<file path="config.mk">
export PLATFORM = sky130hd
export DESIGN_NAME = lsu_bus_bridge
export DESIGN_NICKNAME = d
export VERILOG_FILES = /design/src/rtl/lsu_pkg.sv /design/src/rtl/lsu_lane_align.sv /design/src/rtl/lsu_bus_bridge.sv
export SDC_FILE = /design/constraint.sdc
export NUM_CORES = 1
export LEC_CHECK = 0
export ABC_AREA = 1
export BUFFER_PORTS_ARGS = -buffer_cell sky130_fd_sc_hd__buf_2
export CAP_MARGIN = 20
export CORE_MARGIN = 5
export CORE_UTILIZATION = 40
export DETAILED_ROUTE_END_ITERATION = 8
export HOLD_SLACK_MARGIN = 0.1
export PLACE_DENSITY = 0.69
export SLEW_MARGIN = 15
export SYNTH_ARGS = -nofsm -noshare
export SYNTH_HDL_FRONTEND = slang
export SYNTH_HIERARCHICAL = 1
export SYNTH_SLANG_ARGS = --single-unit
</file>
<file path="constraint.sdc">
create_clock -name clk -period 2.9 [get_ports clk]
set_clock_uncertainty 0.1 [all_clocks]
set_input_delay 0.87 -clock clk [delete_from_list [all_inputs] [get_ports clk]]
set_output_delay 0.87 -clock clk [all_outputs]
set_load 0.03 [all_outputs]
</file>
<file path="src/rtl/lsu_pkg.sv">
// Shared types and constants for the load/store bus bridge.
package lsu_pkg;

  localparam int unsigned ADDR_W      = 32;
  localparam int unsigned DATA_W      = 32;
  localparam int unsigned CNT_W       = 16;
  localparam int unsigned TIMEOUT_DEF = 255;

  localparam logic [1:0] LEN_NONE = 2'b00;
  localparam logic [1:0] LEN_BYTE = 2'b01;
  localparam logic [1:0] LEN_HALF = 2'b10;
  localparam logic [1:0] LEN_WORD = 2'b11;

  typedef enum logic [2:0] {
    S_IDLE,
    S_RD,
    S_WR,
    S_RMW_RD,
    S_RMW_WR,
    S_DONE
  } state_e;

  // Registered bus command held stable for the whole request
  typedef struct packed {
    logic              we;
    logic [ADDR_W-1:0] addr;
    logic [DATA_W-1:0] wdata;
  } bus_cmd_t;

  // Access attributes captured when leaving IDLE
  typedef struct packed {
    logic [1:0]        off;
    logic [1:0]        len;
    logic              sgn;
    logic [DATA_W-1:0] wdata;
  } acc_t;

  function automatic logic is_misaligned(input logic [1:0] len, input logic [1:0] off);
    return ((len == LEN_HALF) && off[0]) || ((len == LEN_WORD) && (off != 2'b00));
  endfunction

endpackage

</file>
<file path="src/rtl/lsu_lane_align.sv">
// Little-endian lane handling: load extract/extend and sub-word store merge.
module lsu_lane_align
  import lsu_pkg::*;
(
  input  logic [DATA_W-1:0] word_i,
  input  logic [1:0]        off_i,
  input  logic [1:0]        len_i,
  input  logic              sgn_i,
  input  logic [DATA_W-1:0] wdata_i,
  output logic [DATA_W-1:0] ld_data_o,
  output logic [DATA_W-1:0] st_word_o
);

  logic [7:0]  byte_lane;
  logic [15:0] half_lane;

  assign byte_lane = word_i[{off_i, 3'b000} +: 8];
  assign half_lane = word_i[{off_i[1], 4'b0000} +: 16];

  always_comb begin
    ld_data_o = word_i;
    st_word_o = wdata_i;
    case (len_i)
      LEN_BYTE: begin
        ld_data_o = {{24{sgn_i & byte_lane[7]}}, byte_lane};
        st_word_o = word_i;
        st_word_o[{off_i, 3'b000} +: 8] = wdata_i[7:0];
      end
      LEN_HALF: begin
        ld_data_o = {{16{sgn_i & half_lane[15]}}, half_lane};
        st_word_o = word_i;
        st_word_o[{off_i[1], 4'b0000} +: 16] = wdata_i[15:0];
      end
      default: begin
        ld_data_o = word_i;
        st_word_o = wdata_i;
      end
    endcase
  end

endmodule

</file>
<file path="src/rtl/lsu_bus_bridge.sv">
// Load/store unit driving a word-only ack-handshaked bus; stalls the core per access.
// Optional: define LSU_MISALIGN_TRAP_EN to fault misaligned half/word accesses without a bus cycle.
module lsu_bus_bridge
  import lsu_pkg::*;
#(
  parameter int unsigned TIMEOUT = TIMEOUT_DEF
) (
  input  logic              clk,
  input  logic              rst_n,
  input  logic              memread,
  input  logic              memwrite,
  input  logic [1:0]        mem_length,
  input  logic              mem_signed,
  input  logic [ADDR_W-1:0] addr,
  input  logic [DATA_W-1:0] wdata,
  output logic [DATA_W-1:0] rdata,
  output logic              stall,
  output logic              misalign,
  output logic              bus_err,
  output logic              bus_req,
  output logic              bus_we,
  output logic [ADDR_W-1:0] bus_addr,
  output logic [DATA_W-1:0] bus_wdata,
  input  logic [DATA_W-1:0] bus_rdata,
  input  logic              bus_ack
);

  localparam logic [CNT_W-1:0] TO_LAST = CNT_W'((TIMEOUT == 0) ? 0 : TIMEOUT - 1);

  state_e            state_q, state_d;
  logic [CNT_W-1:0]  cnt_q, cnt_d;
  logic              req_q, req_d;
  bus_cmd_t          cmd_q, cmd_d;
  acc_t              acc_q, acc_d;
  logic [DATA_W-1:0] rdata_q, rdata_d;
  logic              mis_q, mis_d;
  logic              err_q, err_d;

  logic              live_c;
  logic              trap_c;
  logic              timeout_hit_c;
  logic [DATA_W-1:0] ld_data_c;
  logic [DATA_W-1:0] st_word_c;

  assign live_c        = (memread | memwrite) && (mem_length != LEN_NONE);
  assign timeout_hit_c = (TIMEOUT != 0) && (cnt_q == TO_LAST);

`ifdef LSU_MISALIGN_TRAP_EN
  assign trap_c = is_misaligned(mem_length, addr[1:0]);
`else
  assign trap_c = 1'b0;
`endif

  lsu_lane_align u_lane (
    .word_i    (bus_rdata),
    .off_i     (acc_q.off),
    .len_i     (acc_q.len),
    .sgn_i     (acc_q.sgn),
    .wdata_i   (acc_q.wdata),
    .ld_data_o (ld_data_c),
    .st_word_o (st_word_c)
  );

  always_ff @(posedge clk or negedge rst_n) begin
    if (!rst_n) begin
      state_q <= S_IDLE;
      cnt_q   <= '0;
      req_q   <= 1'b0;
      cmd_q   <= '0;
      acc_q   <= '0;
      rdata_q <= '0;
      mis_q   <= 1'b0;
      err_q   <= 1'b0;
    end else begin
      state_q <= state_d;
      cnt_q   <= cnt_d;
      req_q   <= req_d;
      cmd_q   <= cmd_d;
      acc_q   <= acc_d;
      rdata_q <= rdata_d;
      mis_q   <= mis_d;
      err_q   <= err_d;
    end
  end

  always_comb begin
    state_d = state_q;
    cnt_d   = cnt_q;
    req_d   = req_q;
    cmd_d   = cmd_q;
    acc_d   = acc_q;
    rdata_d = rdata_q;
    mis_d   = 1'b0;
    err_d   = 1'b0;
    stall   = 1'b0;

    case (state_q)
      S_IDLE: begin
        if (live_c) begin
          stall         = 1'b1;
          cnt_d         = '0;
          acc_d.off     = addr[1:0];
          acc_d.len     = mem_length;
          acc_d.sgn     = mem_signed;
          acc_d.wdata   = wdata;
          cmd_d.addr    = {addr[ADDR_W-1:2], 2'b00};
          if (trap_c) begin
            mis_d   = 1'b1;
            rdata_d = '0;
            state_d = S_DONE;
          end else if (memwrite) begin
            req_d       = 1'b1;
            cmd_d.wdata = wdata;
            cmd_d.we    = (mem_length == LEN_WORD);
            state_d     = (mem_length == LEN_WORD) ? S_WR : S_RMW_RD;
          end else begin
            req_d    = 1'b1;
            cmd_d.we = 1'b0;
            state_d  = S_RD;
          end
        end
      end

      S_RD, S_WR, S_RMW_RD, S_RMW_WR: begin
        stall = 1'b1;
        if (bus_ack) begin
          cnt_d = '0;
          case (state_q)
            S_RD: begin
              rdata_d = ld_data_c;
              req_d   = 1'b0;
              state_d = S_DONE;
            end
            // Keep the request up and turn it into the merged write
            S_RMW_RD: begin
              cmd_d.we    = 1'b1;
              cmd_d.wdata = st_word_c;
              state_d     = S_RMW_WR;
            end
            default: begin
              req_d   = 1'b0;
              state_d = S_DONE;
            end
          endcase
        end else if (timeout_hit_c) begin
          req_d   = 1'b0;
          err_d   = 1'b1;
          rdata_d = '0;
          state_d = S_DONE;
        end else begin
          cnt_d = cnt_q + CNT_W'(1);
        end
      end

      S_DONE:  state_d = S_IDLE;
      default: state_d = S_IDLE;
    endcase
  end

  assign rdata     = rdata_q;
  assign misalign  = mis_q;
  assign bus_err   = err_q;
  assign bus_req   = req_q;
  assign bus_we    = cmd_q.we;
  assign bus_addr  = cmd_q.addr;
  assign bus_wdata = cmd_q.wdata;

endmodule

</file>
# Word level (Yosys, flattened, before mapping)
# Index checks and enable logic that the tools add are counted.
# totals
out_inout_bits,101
input_bits,104
reg_bits,153
elab_cells,90
# classes
bitwise_logic,3
n_shift,6
eq_ne,16
n_reduce_logical,13
mux,37
addsub,3
# op_table
cell,count
$mux 32,6
$pmux 32 s2,3
$mux 65,1
$bwmux 32,2
$mux 16,3
$pmux 16 s2,1
$shift 16x7->32 const A,1
$shift 8x7->32 const A,1
$shiftx 16x7->32,1
$shiftx 32x6->16,1
$shiftx 32x6->8,1
$shiftx 8x7->32,1
$add 16x1->16 const B,1
$eq 16x8->1 const B,1
$neg 5->7,2
$mux 1,13
$mux 3,3
$ne 3x3->1 const B,3
$ne 2x2->1 const B,4
$reduce_and 4->1,2
$eq 3x2->1 const B,2
$pmux 1 s2,3
$pmux 3 s2,1
$reduce_and 3->1,2
14 further kinds,19

# Longest topological paths before layout
# Gate-level depths: netlist (run 1).
# depth
ltp_word,7
depth_mapped,16
mapped_depth_nobuf,13

# Modules after synthesis
# The synthesis (run 1) kept the hierarchy.
# by_module_without_submodules
mod,seq_area_each_um2,instances,cells_per_inst,area_per_inst_um2
lsu_bus_bridge,3828.7,1,920,7045.5
lsu_lane_align,0.0,1,444,2023.2

# Worst setup path after synthesis (run 1)
# OpenSTA, ideal clock, no wires.
# synth_timing
kind,input-to-output
startpoint,in mem_length[0]
endpoint,out stall
path_buffers,0
t_required_ps,1930
cell_stages,6
arrival_ps,1410
slack_ps,520
path_cell_list,inv_1 > nand2_1 > o21ai_1 > nand2_1 > nand2_1 > inv_2
# synth_via
elab_chain_cells,4
# synth_lines
element,line,rtl
from (decl),lsu_bus_bridge.sv:12,"input logic [1:0] mem_length,"
$reduce_bool 2->1,lsu_bus_bridge.sv:45,assign live_c = (memread | memwrite) && (mem_length != LEN_NONE);
$logic_and 1x1->1,lsu_bus_bridge.sv:45,
$mux 1,lsu_bus_bridge.sv:99,if (live_c) begin
$pmux 1 s2,lsu_bus_bridge.sv:97,case (state_q)
to (decl),lsu_bus_bridge.sv:17,"output logic stall,"
# No other way between the ends.

# Worst setup path after layout (run 1)
# layout_timing
startpoint,in mem_length[1]
endpoint,out stall
# Same word-level chain as after synthesis.

==> impl_metrics.toml, run 1 <==
[cts]
clock_latency_ns = 0.42
cts.htree.levels = 4
cts_buffers = 17
cts_tree = "built"
cts-root-buf = "clkbuf_16"
clock-sinks = 153
postCtsSetupBuffers = 0
cts_resized = 0
postCtsHoldBufs = 0
clk_pin_slew_ns = 0.06
cts_buffer_depth = 2

[sta]
fin_setup_tns_ns = 0
drv_slew = 0
rsz0062_at_grt = "false"
period_share_pct = 93.5
fmax_ghz = 0.369
period_needed_ns = 2.71
layout_setup_ws_ns = 0.187
finalHoldViolCount = 0
setup_viol = 0
max_slew_margin_pct = 61.9
worst_pin_slew_ns = 0.571

[critical_path]
worstPathMaxFanout = 4
required_ns = 1.93
crit_type = "in2out"
cp-end-kind = "output port"
rr_worst_depth = 13
start_kind = "primary input"
crit_arrival_ns = 1.74
rr_endpoint = "bus_wdata[8]"
r2r_slack_ns = 0.53
r2r-start = "acc_q[35]"
crit_end = "stall"
cp-startpoint = "mem_length[1]"

[synth]
ys_types = 33
yosysSeqAreaShare_pct = 42.2
yosysWarnings = 6
synthesis.area_um2 = 9070
ys_ff_latch = 153
avgSynthCellArea_um2 = 6.65
syn_inst = 1364

[global_route]
antenna_found_initial = 8
grt_overflow = 0
grt_pass1_vias = 8924
grt.total_usage_pct = 22.7
grt_max_degree = 66
grt_pass1_wl_um = 47300

[placed_design]
dp_hpwl_um = 21400
port_buffers = 201
dp_slack_ns = 0.210
place_congestion = 0.965

[routing]
drtPass1Iterations = 5
routed_wl_um = 29300
via_count = 9293
first_iter_violations = 824
drc = 0
antenna_left = 0
viasPerCell = 5.06
wl_per_cell_um = 16.0

[floorplan]
ios = 205
die_h_um = 161
die_width_um = 161
start_util_pct = 40.3
dieArea_um2 = 25800
fp-row-count = 55
core_area_um2 = 22500

[final_layout]
final_cell_mix = "nand2_1, buf_2, dfrtp_1, nand3_1, nor2_1"
final_common_cell = "nand2_1"
area_growth_pct = 19.1
nNetsFinal = 1648
drive_gt1_share_pct = 18.7

[run]
cap_viol_max_count = 0

[power]
peakVddDrop_v = 0.000681
p_per_area_nw_per_um2 = 1220
leakage_uw = 0.00628

[min_path]
hp-class = "in2async"

[status]
outcome = "finished clean"
[cell usage after synthesis]
cell / count / area share, %
ha_1: 9 / 1.2
o31ai_1: 3 / 0.25
a21boi_1: 1 / 0.083
nor2_2: 2 / 0.14
buf_4: 11 / 0.91
a22oi_4: 1 / 0.23
buf_8: 1 / 0.17
o21ai_1: 2 / 0.11
a41oi_4: 1 / 0.30
o21ai_0: 41 / 2.3
o211ai_1: 4 / 0.33
nor2_8: 1 / 0.22
or2_2: 3 / 0.21
inv_1: 56 / 2.3
o21bai_1: 4 / 0.33
clkbuf_1: 20 / 0.83
a21oi_1: 32 / 1.8
nand2_2: 12 / 0.83
nand3_1: 110 / 6.1
o22ai_1: 8 / 0.55
buf_2: 31 / 1.7
buf_1: 3 / 0.12
inv_4: 2 / 0.14
inv_2: 13 / 0.54
nor2_1: 76 / 3.1
nand2_4: 4 / 0.50
nor3_1: 2 / 0.11
nand4_1: 21 / 1.4
nor2_4: 1 / 0.12
conb_1: 1 / 0.041
nand2_1: 731 / 30
dfrtp_1: 153 / 42
buf_6: 4 / 0.50
[where the power goes]
part	switching (uW)	leakage, uW	internal [uW]
logic	5360	0.00406	2090
registers	593	0.00196	3000
clock network	924	0.000262	1200
total	6870	0.00628	6290
[sequential cells by signal (all words and copies together) (netlist names)]
| name | count |
|---|---|
| cnt_q | 16 |
| bus_addr | 30 |
| bus_req | 1 |
| bus_wdata | 32 |
| bus_we | 1 |
| acc_q | 37 |
| rdata | 32 |
| state_q | 3 |
| bus_err | 1 |
[metal layers]
layer | vias up | share of wire [%] | global-route usage (%)
met4 | 10 | 1.8 | 6.61
met1 | 4307 | 47 | 32.2
met3 | 41 | 7.2 | 5.36
met2 | 330 | 44 | 34.6
li1 | 4605 | - | -
met5 | - | 0.18 | 0
[layout make-up]
cell class,instances,area [um^2]
diodes,5,12.5
clock buffers,20,447
clock inverters,12,103
fillers,2345,11700
inverters,71,272
multi-input cells,1072,4590
flip-flops and latches,153,3830
well taps,285,357
repair buffers,220,1190
[worst min-delay path by stage]
stage / startpoint / depth (start not counted) / end / slack [ns]
floorplan: acc_q[16] / 2 / acc_q[16] / 0.35
global placement: rdata[16] / 2 / rdata[16] / 0.35
detailed placement: rdata[30] / 2 / rdata[30] / 0.35
CTS: rst_n / 1 / cnt_q[10] / 0.29
global route: rst_n / 1 / cnt_q[14] / 0.32
finish: rst_n / 1 / cnt_q[14] / 0.29
[critical path, stage by stage]
cell and delay [ns]:
buf_2 0.10, inv_1 0.06, nand2_1 0.06, o21ai_1 0.11, nand2_1 0.14, nand2_1 0.14
inv_2 0.07, buf_2 0.18
[metrics by stage]
stage,cells,util [%],instance area [um^2],total power (uW),hold WS [ns]
after floorplan,1366,-,9080,9060,0.350
after global placement,1801,45.5,10200,10900,0.350
after detailed placement,1801,45.5,10200,11000,0.354
after CTS,1833,48.0,10800,13200,0.292
after global routing,1835,48.0,10800,14300,0.315
final,1838,48.0,10800,13200,0.288
[logic make-up after synthesis]
logic type	after synthesis	synth area share (%)
and+or+nand+nor	963	43.0
buffers and inverters	141	7.23
DFF	153	42.2
adders and majority gates	9	1.24
other	1	0.0414
AOI/OAI and AO/OA	97	6.22
(Power assumes the default switching activity.)
==> inputs of run 2 (changes only) <==
- clock period: 2.9 -> 3.3 ns (I/O delays scaled with it)
==> run 2 against run 1 <==
Clock power shrank 9.9%. Combinational power is 13% lower. Critical path type unchanged. Global-route usage about the same. Largest power group unchanged. Sequential share of layout area up 0.14 points. Critical endpoint unchanged. Hold slack improved by 0.076 ns.
==> impl_metrics.toml, run 2 (synthesized netlist as in run 1, its figures left out) <==
[status]
outcome = "finished clean"

[global_route]
grt_pass1_wl_um = 47400
grt_max_degree = 71
grt.total_usage_pct = 22.6
antenna_found_initial = 10
grt_pass1_vias = 8758
grt_overflow = 0

[floorplan]
dieArea_um2 = 25800
ios = 205
start_util_pct = 40.3
die_h_um = 161
core_area_um2 = 22500
die_width_um = 161
fp-row-count = 55

[sta]
period_share_pct = 89.7
max_slew_margin_pct = 48.5
period_needed_ns = 2.96
worst_pin_slew_ns = 0.773
setup_viol = 0
fin_setup_tns_ns = 0
finalHoldViolCount = 0
fmax_ghz = 0.338
drv_slew = 0
rsz0062_at_grt = "false"

[cts]
cts.htree.levels = 4
postCtsSetupBuffers = 0
clock_latency_ns = 0.42
cts_buffer_depth = 2
cts-root-buf = "clkbuf_16"
clk_pin_slew_ns = 0.06
cts_tree = "built"
cts_buffers = 17
postCtsHoldBufs = 0
cts_resized = 0
clock-sinks = 153

[placed_design]
place_congestion = 0.940
dp.cells = 1798
dp_hpwl_um = 21400
port_buffers = 201

[final_layout]
largest_register_ffs = 37
regMostFlops = "acc_q"
area_growth_pct = 18.7
final_cell_mix = "nand2_1, buf_2, dfrtp_1, nand3_1, nor2_1"
drive_gt1_share_pct = 18.6
fin_cells = 1832
nNetsFinal = 1645
final_common_cell = "nand2_1"

[routing]
viasPerCell = 5.04
routed_wl_um = 29300
antenna_left = 0
first_iter_violations = 906
drtPass1Iterations = 6
via_count = 9241
drc = 0
wl_per_cell_um = 16.0

[power]
p_per_area_nw_per_um2 = 1070
leakage_uw = 0.00627
peakVddDrop_v = 0.000584

[critical_path]
start_kind = "primary input"
crit_arrival_ns = 1.87
crit_type = "in2out"
worstPathMaxFanout = 4
required_ns = 2.21
cp-end-kind = "output port"

[run]
cap_viol_max_count = 0

[min_path]
hp-class = "reg2reg"
[run 2: changes by cell type in the layout (fill, tap and decap cells not counted), sizes merged]
cell	change
buf	-3
clkbuf	-3
bufinv	+1
diode	-1
[run 2: power breakdown]
part	leakage, uW	internal [uW]	total, uW	switching (uW)
clock network	0.000266	1100	1910	810
registers	0.00196	2630	3140	509
logic	0.00404	1800	6500	4690
total	0.00627	5540	11500	6010
[run 2: metrics by stage]
step	hold slack [ns]	util, %	setup WS, ns	total power (uW)	instance area (um^2)
2_1_floorplan	0.350	-	0.680	7960	9080
3_3_place_gp	0.351	45.3	0.373	9570	10200
3_5_place_dp	0.353	45.3	0.358	9660	10200
4_1_cts	0.368	47.8	0.353	11600	10800
5_1_grt	0.384	47.8	0.235	12600	10800
6_report	0.365	47.8	0.341	11500	10800
[run 2: worst paths after layout]
path | from | to | slack [ns] | cells after the start
worst max register to register | acc_q[36] | bus_wdata[13] | 0.72 | 13
worst max-delay path | mem_length[1] | stall | 0.34 | 8
worst min register to register | rdata[22] | rdata[22] | 0.36 | 2
min in group asynchronous | rst_n | cnt_q[15] | 0.40 | 1
max in group asynchronous | rst_n | bus_addr[4] | 1.89 | 2
worst min-delay path | rdata[22] | rdata[22] | 0.36 | 2
[run 2: routing by layer]
| layer | share of wire, % | global-route usage, % | wire (um) | up-vias |
|---|---|---|---|---|
| met5 | 0.18 | 0 | 53 | - |
| met4 | 2.0 | 6.88 | 597 | 12 |
| met3 | 7.6 | 5.44 | 2220 | 56 |
| met2 | 45 | 34.4 | 13200 | 344 |
| met1 | 45 | 32.1 | 13200 | 4227 |
| li1 | - | - | - | 4602 |
[run 2: area by class of cell]
cell class | count | area [um^2]
repair buffers | 217 | 1140
clock inverters | 13 | 133
clock buffers | 17 | 425
fillers | 2302 | 11700
flip-flops and latches | 153 | 3830
multi-input cells | 1072 | 4590
diodes | 4 | 10.0
well taps | 285 | 357
inverters | 71 | 272
[run 2: critical path, stage by stage]
cell,delay [ns]
buf_2,0.11
inv_1,0.06
nand2_1,0.06
o21ai_1,0.13
nand2_1,0.14
nand2_1,0.13
inv_2,0.07
buf_2,0.18
